## config.mk

```make
export PLATFORM = sky130hd
export DESIGN_NAME = excess3_to_bcd_serial_flat
export DESIGN_NICKNAME = d
export VERILOG_FILES = /design/src/rtl/excess3_to_bcd_serial_pkg.sv /design/src/rtl/excess3_to_bcd_serial_if.sv /design/src/rtl/e3_serial_sub.sv /design/src/rtl/excess3_to_bcd_serial.sv /design/src/flat_wrapper.sv
export SDC_FILE = /design/constraint.sdc
export NUM_CORES = 1
export LEC_CHECK = 0
export ABC_CLOCK_PERIOD_IN_PS = 3100
export CAP_MARGIN = 20
export CORE_UTILIZATION = 44
export CTS_CLUSTER_DIAMETER = 80
export DETAILED_ROUTE_END_ITERATION = 10
export PLACE_DENSITY = 0.82
export REMOVE_ABC_BUFFERS = 1
export SETUP_SLACK_MARGIN = 0.02
export SYNTH_ARGS = -nofsm -noshare
export SYNTH_HDL_FRONTEND = slang
export SYNTH_SLANG_ARGS = --single-unit
```

## constraint.sdc

```tcl
create_clock -name clk -period 3.1 [get_ports clk]
set_input_delay 0.465 -clock clk [delete_from_list [all_inputs] [get_ports clk]]
set_output_delay 0.465 -clock clk [all_outputs]
set_load 0.01 [all_outputs]
```

## src/rtl/excess3_to_bcd_serial_pkg.sv

```systemverilog
// Shared constants and types for the serial Excess-3 decoder.
// No backpressure; pure definitions.
package e3_pkg;
    localparam logic [3:0] E3_OFFSET = 4'd3;
    localparam logic [3:0] E3_MIN    = 4'd3;
    localparam logic [3:0] E3_MAX    = 4'd12;
    localparam int         DIGIT_W   = 4;

    typedef logic [1:0] bit_cnt_t;

    function automatic logic e3_code_valid(input logic [DIGIT_W-1:0] code);
        return (code >= E3_MIN) && (code <= E3_MAX);
    endfunction
endpackage

```

## src/rtl/excess3_to_bcd_serial_if.sv

```systemverilog
// Serial bit stream in, BCD stream plus digit/word flags out; zero-latency s, registered flags.
// No backpressure: the producer strobes bits with x_valid and the decoder always accepts.
interface excess3_to_bcd_serial_if
    import e3_pkg::*;
#(
    parameter int NDIGITS = 4
);
    logic                       start;
    logic                       x_valid;
    logic                       x;
    logic                       s;
    logic                       s_valid;
    logic                       digit_done;
    logic                       digit_err;
    logic                       busy;
    logic [DIGIT_W*NDIGITS-1:0] bcd_word;
    logic                       word_valid;

    modport master (
        output start, x_valid, x,
        input  s, s_valid, digit_done, digit_err, busy, bcd_word, word_valid
    );

    modport slave (
        input  start, x_valid, x,
        output s, s_valid, digit_done, digit_err, busy, bcd_word, word_valid
    );
endinterface

```

## src/rtl/e3_serial_sub.sv

```systemverilog
// One-bit serial subtractor of the Excess-3 offset; s is combinational, borrow updates on strobed falling edges.
// No backpressure: holds its borrow whenever i_en is low.
module e3_serial_sub
    import e3_pkg::*;
(
    input  logic     clk,
    input  logic     rst_n,
    input  logic     i_en,
    input  logic     i_x,
    input  bit_cnt_t i_bit_cnt,
    output logic     o_s
);
    logic r_borrow;
    logic w_sub;
    logic w_borrow_in;
    logic w_borrow_next;

    // Bit 0 ignores the stored borrow so every digit subtracts independently.
    assign w_sub         = E3_OFFSET[i_bit_cnt];
    assign w_borrow_in   = (i_bit_cnt == 2'd0) ? 1'b0 : r_borrow;
    assign o_s           = i_x ^ w_sub ^ w_borrow_in;
    assign w_borrow_next = (~i_x & w_sub) | (~i_x & w_borrow_in) | (w_sub & w_borrow_in);

    always_ff @(negedge clk or negedge rst_n) begin
        if (!rst_n) begin
            r_borrow <= 1'b0;
        end else if (i_en) begin
            r_borrow <= w_borrow_next;
        end
    end
endmodule

```

## src/rtl/excess3_to_bcd_serial.sv

```systemverilog
// Bit-serial Excess-3 to BCD decoder; s is same-cycle (Mealy), digit/word flags one falling edge later.
// No backpressure: every strobed bit is consumed; E3D_WORD_OUT_EN adds the parallel bcd_word output.
module excess3_to_bcd_serial
    import e3_pkg::*;
#(
    parameter int NDIGITS = 4
)(
    input  logic                      clk,
    input  logic                      rst_n,
    excess3_to_bcd_serial_if.slave    bus
);
    localparam int             DCW        = (NDIGITS > 1) ? $clog2(NDIGITS) : 1;
    localparam logic [DCW-1:0] LAST_DIGIT = DCW'(NDIGITS - 1);

    bit_cnt_t             r_bit_cnt;
    logic [DCW-1:0]       r_digit_cnt;
    logic [DIGIT_W-1:0]   r_code;
    logic                 r_digit_done;

    bit_cnt_t             w_bit_cnt;
    logic [DCW-1:0]       w_digit_cnt;
    logic                 w_s;
    logic                 w_complete;

    // start realigns the frame for the current cycle, which also suppresses any completion.
    assign w_bit_cnt   = bus.start ? 2'd0 : r_bit_cnt;
    assign w_digit_cnt = bus.start ? '0 : r_digit_cnt;
    assign w_complete  = bus.x_valid && (w_bit_cnt == 2'd3);

    e3_serial_sub u_sub (
        .clk       (clk),
        .rst_n     (rst_n),
        .i_en      (bus.x_valid),
        .i_x       (bus.x),
        .i_bit_cnt (w_bit_cnt),
        .o_s       (w_s)
    );

    always_ff @(negedge clk or negedge rst_n) begin
        if (!rst_n) begin
            r_bit_cnt    <= 2'd0;
            r_digit_cnt  <= '0;
            r_code       <= '0;
            r_digit_done <= 1'b0;
        end else begin
            r_digit_done <= w_complete;
            if (bus.x_valid) begin
                r_bit_cnt <= w_bit_cnt + 2'd1;
                r_code    <= {bus.x, r_code[DIGIT_W-1:1]};
            end else begin
                r_bit_cnt <= w_bit_cnt;
            end
            if (w_complete) begin
                r_digit_cnt <= (w_digit_cnt == LAST_DIGIT) ? '0 : w_digit_cnt + DCW'(1);
            end else begin
                r_digit_cnt <= w_digit_cnt;
            end
        end
    end

    assign bus.s          = w_s;
    assign bus.s_valid    = bus.x_valid;
    assign bus.digit_done = r_digit_done;
    // r_code holds the just-finished code for exactly the pulse cycle.
    assign bus.digit_err  = r_digit_done & ~e3_code_valid(r_code);
    assign bus.busy       = (r_bit_cnt != 2'd0) || (r_digit_cnt != '0);

`ifdef E3D_WORD_OUT_EN
    logic [DIGIT_W-2:0]         r_bcd_sr;
    logic [DIGIT_W*NDIGITS-1:0] r_stage;
    logic [DIGIT_W*NDIGITS-1:0] r_word;
    logic                       r_word_vld;
    logic [DIGIT_W-1:0]         w_nibble;
    logic [DIGIT_W*NDIGITS-1:0] w_stage_next;

    // The top BCD bit is taken live from s, so only three earlier bits need storage.
    assign w_nibble = {w_s, r_bcd_sr};

    always_comb begin
        w_stage_next = r_stage;
        for (int i = 0; i < NDIGITS; i++) begin
            if (w_digit_cnt == DCW'(i)) begin
                w_stage_next[i*DIGIT_W +: DIGIT_W] = w_nibble;
            end
        end
    end

    always_ff @(negedge clk or negedge rst_n) begin
        if (!rst_n) begin
            r_bcd_sr   <= '0;
            r_stage    <= '0;
            r_word     <= '0;
            r_word_vld <= 1'b0;
        end else begin
            r_word_vld <= w_complete && (w_digit_cnt == LAST_DIGIT);
            if (bus.x_valid) begin
                r_bcd_sr <= {w_s, r_bcd_sr[DIGIT_W-2:1]};
            end
            if (w_complete) begin
                r_stage <= w_stage_next;
                if (w_digit_cnt == LAST_DIGIT) begin
                    r_word <= w_stage_next;
                end
            end
        end
    end

    assign bus.bcd_word   = r_word;
    assign bus.word_valid = r_word_vld;
`else
    assign bus.bcd_word   = '0;
    assign bus.word_valid = 1'b0;
`endif
endmodule

```

## src/flat_wrapper.sv

```systemverilog
// flat-port wrapper written by rule: the top's interface ports become plain ports
module excess3_to_bcd_serial_flat import e3_pkg::*;
#(
    parameter int NDIGITS = 4
)
  (clk, rst_n, bus_start, bus_x_valid, bus_x, bus_s, bus_s_valid, bus_digit_done, bus_digit_err, bus_busy, bus_bcd_word, bus_word_valid);
  excess3_to_bcd_serial_if #(.NDIGITS(NDIGITS)) bus_i ();
  input  logic clk;
  input  logic rst_n;
  input wire logic [$bits(bus_i.start)-1:0] bus_start;
  input wire logic [$bits(bus_i.x_valid)-1:0] bus_x_valid;
  input wire logic [$bits(bus_i.x)-1:0] bus_x;
  output wire logic [$bits(bus_i.s)-1:0] bus_s;
  output wire logic [$bits(bus_i.s_valid)-1:0] bus_s_valid;
  output wire logic [$bits(bus_i.digit_done)-1:0] bus_digit_done;
  output wire logic [$bits(bus_i.digit_err)-1:0] bus_digit_err;
  output wire logic [$bits(bus_i.busy)-1:0] bus_busy;
  output wire logic [$bits(bus_i.bcd_word)-1:0] bus_bcd_word;
  output wire logic [$bits(bus_i.word_valid)-1:0] bus_word_valid;
  assign bus_i.start = bus_start;
  assign bus_i.x_valid = bus_x_valid;
  assign bus_i.x = bus_x;
  assign bus_s = bus_i.s;
  assign bus_s_valid = bus_i.s_valid;
  assign bus_digit_done = bus_i.digit_done;
  assign bus_digit_err = bus_i.digit_err;
  assign bus_busy = bus_i.busy;
  assign bus_bcd_word = bus_i.bcd_word;
  assign bus_word_valid = bus_i.word_valid;
  excess3_to_bcd_serial #(.NDIGITS(NDIGITS)) u_core (.clk(clk), .rst_n(rst_n), .bus(bus_i));
endmodule
```

# ---- Word level (Yosys, flattened, before mapping)
# Index checks and enable logic that the tools add are counted.
dict set report op_classes {
  add_sub_neg 2
  magnitude_cmp 3
  n_eq_ne 2
  mux 8
  n_bitwise 10
  n_reduce_logical 6
}
# op count
set ops {}
lappend ops {{two-way mux 2 bit} 5}
lappend ops {{adder 2 x 1 -> 2 bit, second input constant} 2}
lappend ops {{AND 1 bit} 4}
lappend ops {{equality test 2 bit, second input constant} 2}
lappend ops {{greater-or-equal comparator 4 x 2 -> 1 bit, second input constant} 1}
lappend ops {{less-or-equal comparator 4 bit, second input constant} 1}
lappend ops {{nonzero test 2 bit} 2}
lappend ops {{< comparator 2 x 3 -> 1 bit, second input constant} 1}
lappend ops {{binary-select mux 1 bit (select 2 bit)} 1}
lappend ops {{logical AND 1 bit} 2}
lappend ops {{logical NOT 2 bit} 1}
lappend ops {{two-way mux 1 bit} 2}
lappend ops {{NOT 1 bit} 2}
lappend ops {{bitwise OR 1 bit} 2}
lappend ops {{XOR 1 bit} 2}
lappend ops {{logical OR 1 bit} 1}
dict set report totals {
  regBits 10
  word_cells 36
}

# ---- Logic depth before layout (Yosys ltp)
dict set report depth {
  ltp_word 6
  ltp_mapped 5
}

# ---- Cells and area by module
# A second synthesis with hierarchy kept.
dict set report hier_totals {
  hier_cells 56
  area_unflattened_um2 629.4
}
# mod instances cells_per_inst area_each_um2 seq_area_each_um2
set modules_own_cells {}
lappend modules_own_cells {excess3_to_bcd_serial 1 49 550.5 225.2}
lappend modules_own_cells {e3_serial_sub 1 7 78.8 25.0}

==> flow_metrics.env <==
export IMPL_worstPathRequired_ns=2.63
export IMPL_grt_pass1_vias=356
export IMPL_htree_num_levels=1
export IMPL_die_x_um=40.08
export IMPL_synth_seq_cells=10
export IMPL_n_antenna_cell=0
export IMPL_preCtsSetupSlack_ns=-0.7547
export IMPL_drt_pass1_iter_count=2
export IMPL_hold_end="u_core.u_sub.r_borrow"
export IMPL_max_cap_violations=0
export IMPL_io_buffers=9
export IMPL_antenna_found_initial=0
export IMPL_avgSynthCellArea_um2=10.82
export IMPL_hpwlAfterDp_um=746.8
export IMPL_grt_start_max_net_pins=11
export IMPL_track_usage=0.1587
export IMPL_drive_above_1_share=0.3671
export IMPL_rsz0062_at_grt="yes"
export IMPL_crit_chain="nand2b_4, ha_4, nor2b_2, fa_1, inv_1, buf_2"
export IMPL_drc_errors=0
export IMPL_drtIter0Drc=1
export IMPL_hp_start="u_core.u_sub.r_borrow"
export IMPL_hold_violations=0
export IMPL_rr_worst_depth=4
export IMPL_post_drt_via_cell_ratio=4.436
export IMPL_syn_cell_area_um2=638.1
export IMPL_clk_pin_slew_worst_paths_ns=0.05
export IMPL_whs_path_depth=1
export IMPL_final_util=0.5878
export IMPL_ys_top_cells_by_area="dfrtn_1 (39%), buf_4 (21%), mux2_2 (11%), ha_1 (3.9%), fa_1 (3.1%)"
export IMPL_synth_top_cell_by_area="dfrtn_1"
export IMPL_num_rows=13
export IMPL_ys_warn_count=0
export IMPL_min_path_type="reg2reg"
export IMPL_arrival_ns=3.24
export IMPL_clk_latency_ns=0.28
export IMPL_ir_drop_mv=0.1891
export IMPL_finalMaxSlewViolations=0
export IMPL_cp_start_kind="register"
export IMPL_yosysUniqueCellTypes=21
export IMPL_synthToLayoutAreaGrowth_pct=21.37
export IMPL_ioPinCount=27
export IMPL_cpPeakStageDelay_ns=0.47
export IMPL_nFillCells=115
export IMPL_cts_buffers_inserted=3
export IMPL_critical_path_class="reg2out"
export IMPL_timing_rr_end="u_core.u_sub.r_borrow"
export IMPL_slowest_stage="dfrtn_1"
export IMPL_avgRoutedWirePerCell_um=11.66
export IMPL_core_um2=1318
export IMPL_violations="setup timing"
export IMPL_clk_path_buf_depth=2
export IMPL_grt_ovfl_total=0
export IMPL_die_height_um=40.08
export IMPL_vias=417
export IMPL_status="finished, violations left"
export IMPL_final_setup_viol_count=3
export IMPL_nNetsFinal=89
export IMPL_reg2reg_slack_ns=1.62
export IMPL_clock_root_buffer="clkbuf_4"
export IMPL_synth_cells=59
export IMPL_skew_ns=0.0007416
export IMPL_reg2reg_from="u_core.r_bit_cnt[1]"
export IMPL_grt_first_pass_wirelength_mm=1.545
export IMPL_ys_seq_area_frac=0.3922
export IMPL_drt_total_wl_mm=1.096
export IMPL_hold_buffers=0
export IMPL_clock_sinks=10
export IMPL_yosys_area_top_type_share=0.3922
export IMPL_worstPathMaxFanout=2
export IMPL_register_area_um2=250.2
export IMPL_p_leak_nw=0.4110
export IMPL_gp_congestion=0.6256
export IMPL_fin_ws_ns=-0.6047
export IMPL_die_area_um2=1606
export IMPL_cp_end_kind="primary output"
export IMPL_p_per_area_nw_per_um2=447.7
export IMPL_start_util=0.4843
export IMPL_cts_tree="done"
export IMPL_drtAntennaViolNets=0
export IMPL_multi_input_area_um2=316.6
## per-layer routing
layer,vias to the layer above,wire [um],track usage,share of wire
met4,0,23,0.07759,0.021
li1,194,-,-,-
met2,21,587,0.2782,0.54
met3,3,53,0.03333,0.048
met5,-,0,0,0
met1,199,431,0.1799,0.39
## synth_stat cells (all sizes together)
master and number:
conb 1, a211o 1, a21boi 1, xnor2 2
mux2 6, ha 2, nand2b 2, fa 1
buf 19, o211ai 1, nand2 1, or2b 1
dfrtn 10, or4 1, inv 4, nor2b 2
o21ai 1, nand3 1, and2 1, nor2 1
## power by group
| group | total (mW) | internal, mW | switching (mW) |
|---|---|---|---|
| Clock | 0.0919 | 0.0450 | 0.0469 |
| Sequential | 0.162 | 0.148 | 0.0135 |
| Combinational | 0.0929 | 0.0504 | 0.0425 |
## placed cells by master, fill, tap and decap left out, drive strengths merged
cell type      netlist  layout
clkbuf               0       4
xnor2                2       2
ha                   2       2
dlygate4sd2          0       1
o211ai               1       1
nand3                1       1
o21ai                1       1
fa                   1       1
dfrtn               10      10
or4                  1       1
a21boi               1       1
mux2                 6       6
or2b                 1       1
nand2                1       1
buf                 19      14
a211o                1       1
conb                 1      17
nand2b               2       2
and2                 1       1
clkdlybuf4s50        0       4
nor2b                2       2
inv                  4       4
nor2                 1       1
## worst max-delay path by stage
stage / from / to / slack (ns) / cells past startpoint
6_report: u_core.r_bit_cnt[0] / bus_s / -0.60 / 6
5_1_grt: u_core.r_bit_cnt[0] / bus_s / -0.66 / 6
4_1_cts: u_core.r_bit_cnt[1] / bus_s / -0.61 / 6
3_5_place_dp: u_core.r_bit_cnt[1] / bus_s / -0.75 / 6
3_3_place_gp: u_core.r_bit_cnt[0] / bus_s / -0.71 / 6
2_1_floorplan: u_core.r_bit_cnt[1] / bus_s / -0.23 / 5
## what timing repair did
item | 4_1_cts | 5_1_grt
buffers inserted | 3 | 0
pin swaps | 4 | 1
resized for setup | 17 | 5
setup endpoints to repair | 8 | 5
## cell families after synthesis
family	synth area share
buffers and inverters	0.2529
DFF	0.3922
and+or+nand+nor	0.1000
muxes	0.1059
AOI/OAI and AO/OA	0.04510
adders and majority gates	0.07058
xor gates and xnor gates	0.02746
other	0.005877
## worst max-delay path: cells and delay by family (launching register included)
kind | cells | cell delay [ns]
buffers and inverters | 2 | 0.18
flip-flops | 1 | 0.47
AND/OR/NAND/NOR | 2 | 0.19
adder cells (fa/ha/maj) | 2 | 0.57
## per-stage QoR
step / hold WS [ns] / power, mW / TNS (ns) / instances / cell area [um^2]
2_1_floorplan: 0.4331 / 0.2025 / -0.2562 / 56 / 551.8
3_3_place_gp: 0.4434 / 0.2459 / -3.238 / 89 / 728.2
3_5_place_dp: 0.4596 / 0.2495 / -3.474 / 89 / 728.2
4_1_cts: 0.4597 / 0.3397 / -0.9485 / 94 / 753.2
5_1_grt: 0.5023 / 0.3674 / -1.141 / 94 / 774.5
6_report: 0.4676 / 0.3468 / -0.9802 / 94 / 774.5
## layout make-up
cell class	count	share of cell area
Clock buffer	3	0.02908
Inverter	4	0.01939
Multi-Input combinational cell	42	0.4087
Sequential cell	10	0.3231
Tap cell	15	0.02423
Timing Repair Buffer	20	0.1955
## flip-flops by register name, indices dropped and copies added (netlist names)
name,count
u_core.r_bit_cnt,2
u_core.u_sub.r_borrow,1
u_core.r_digit_cnt,2
u_core.r_code,4
u_core.bus.digit_done,1
Note: power is estimated with default switching activity, not from simulation.
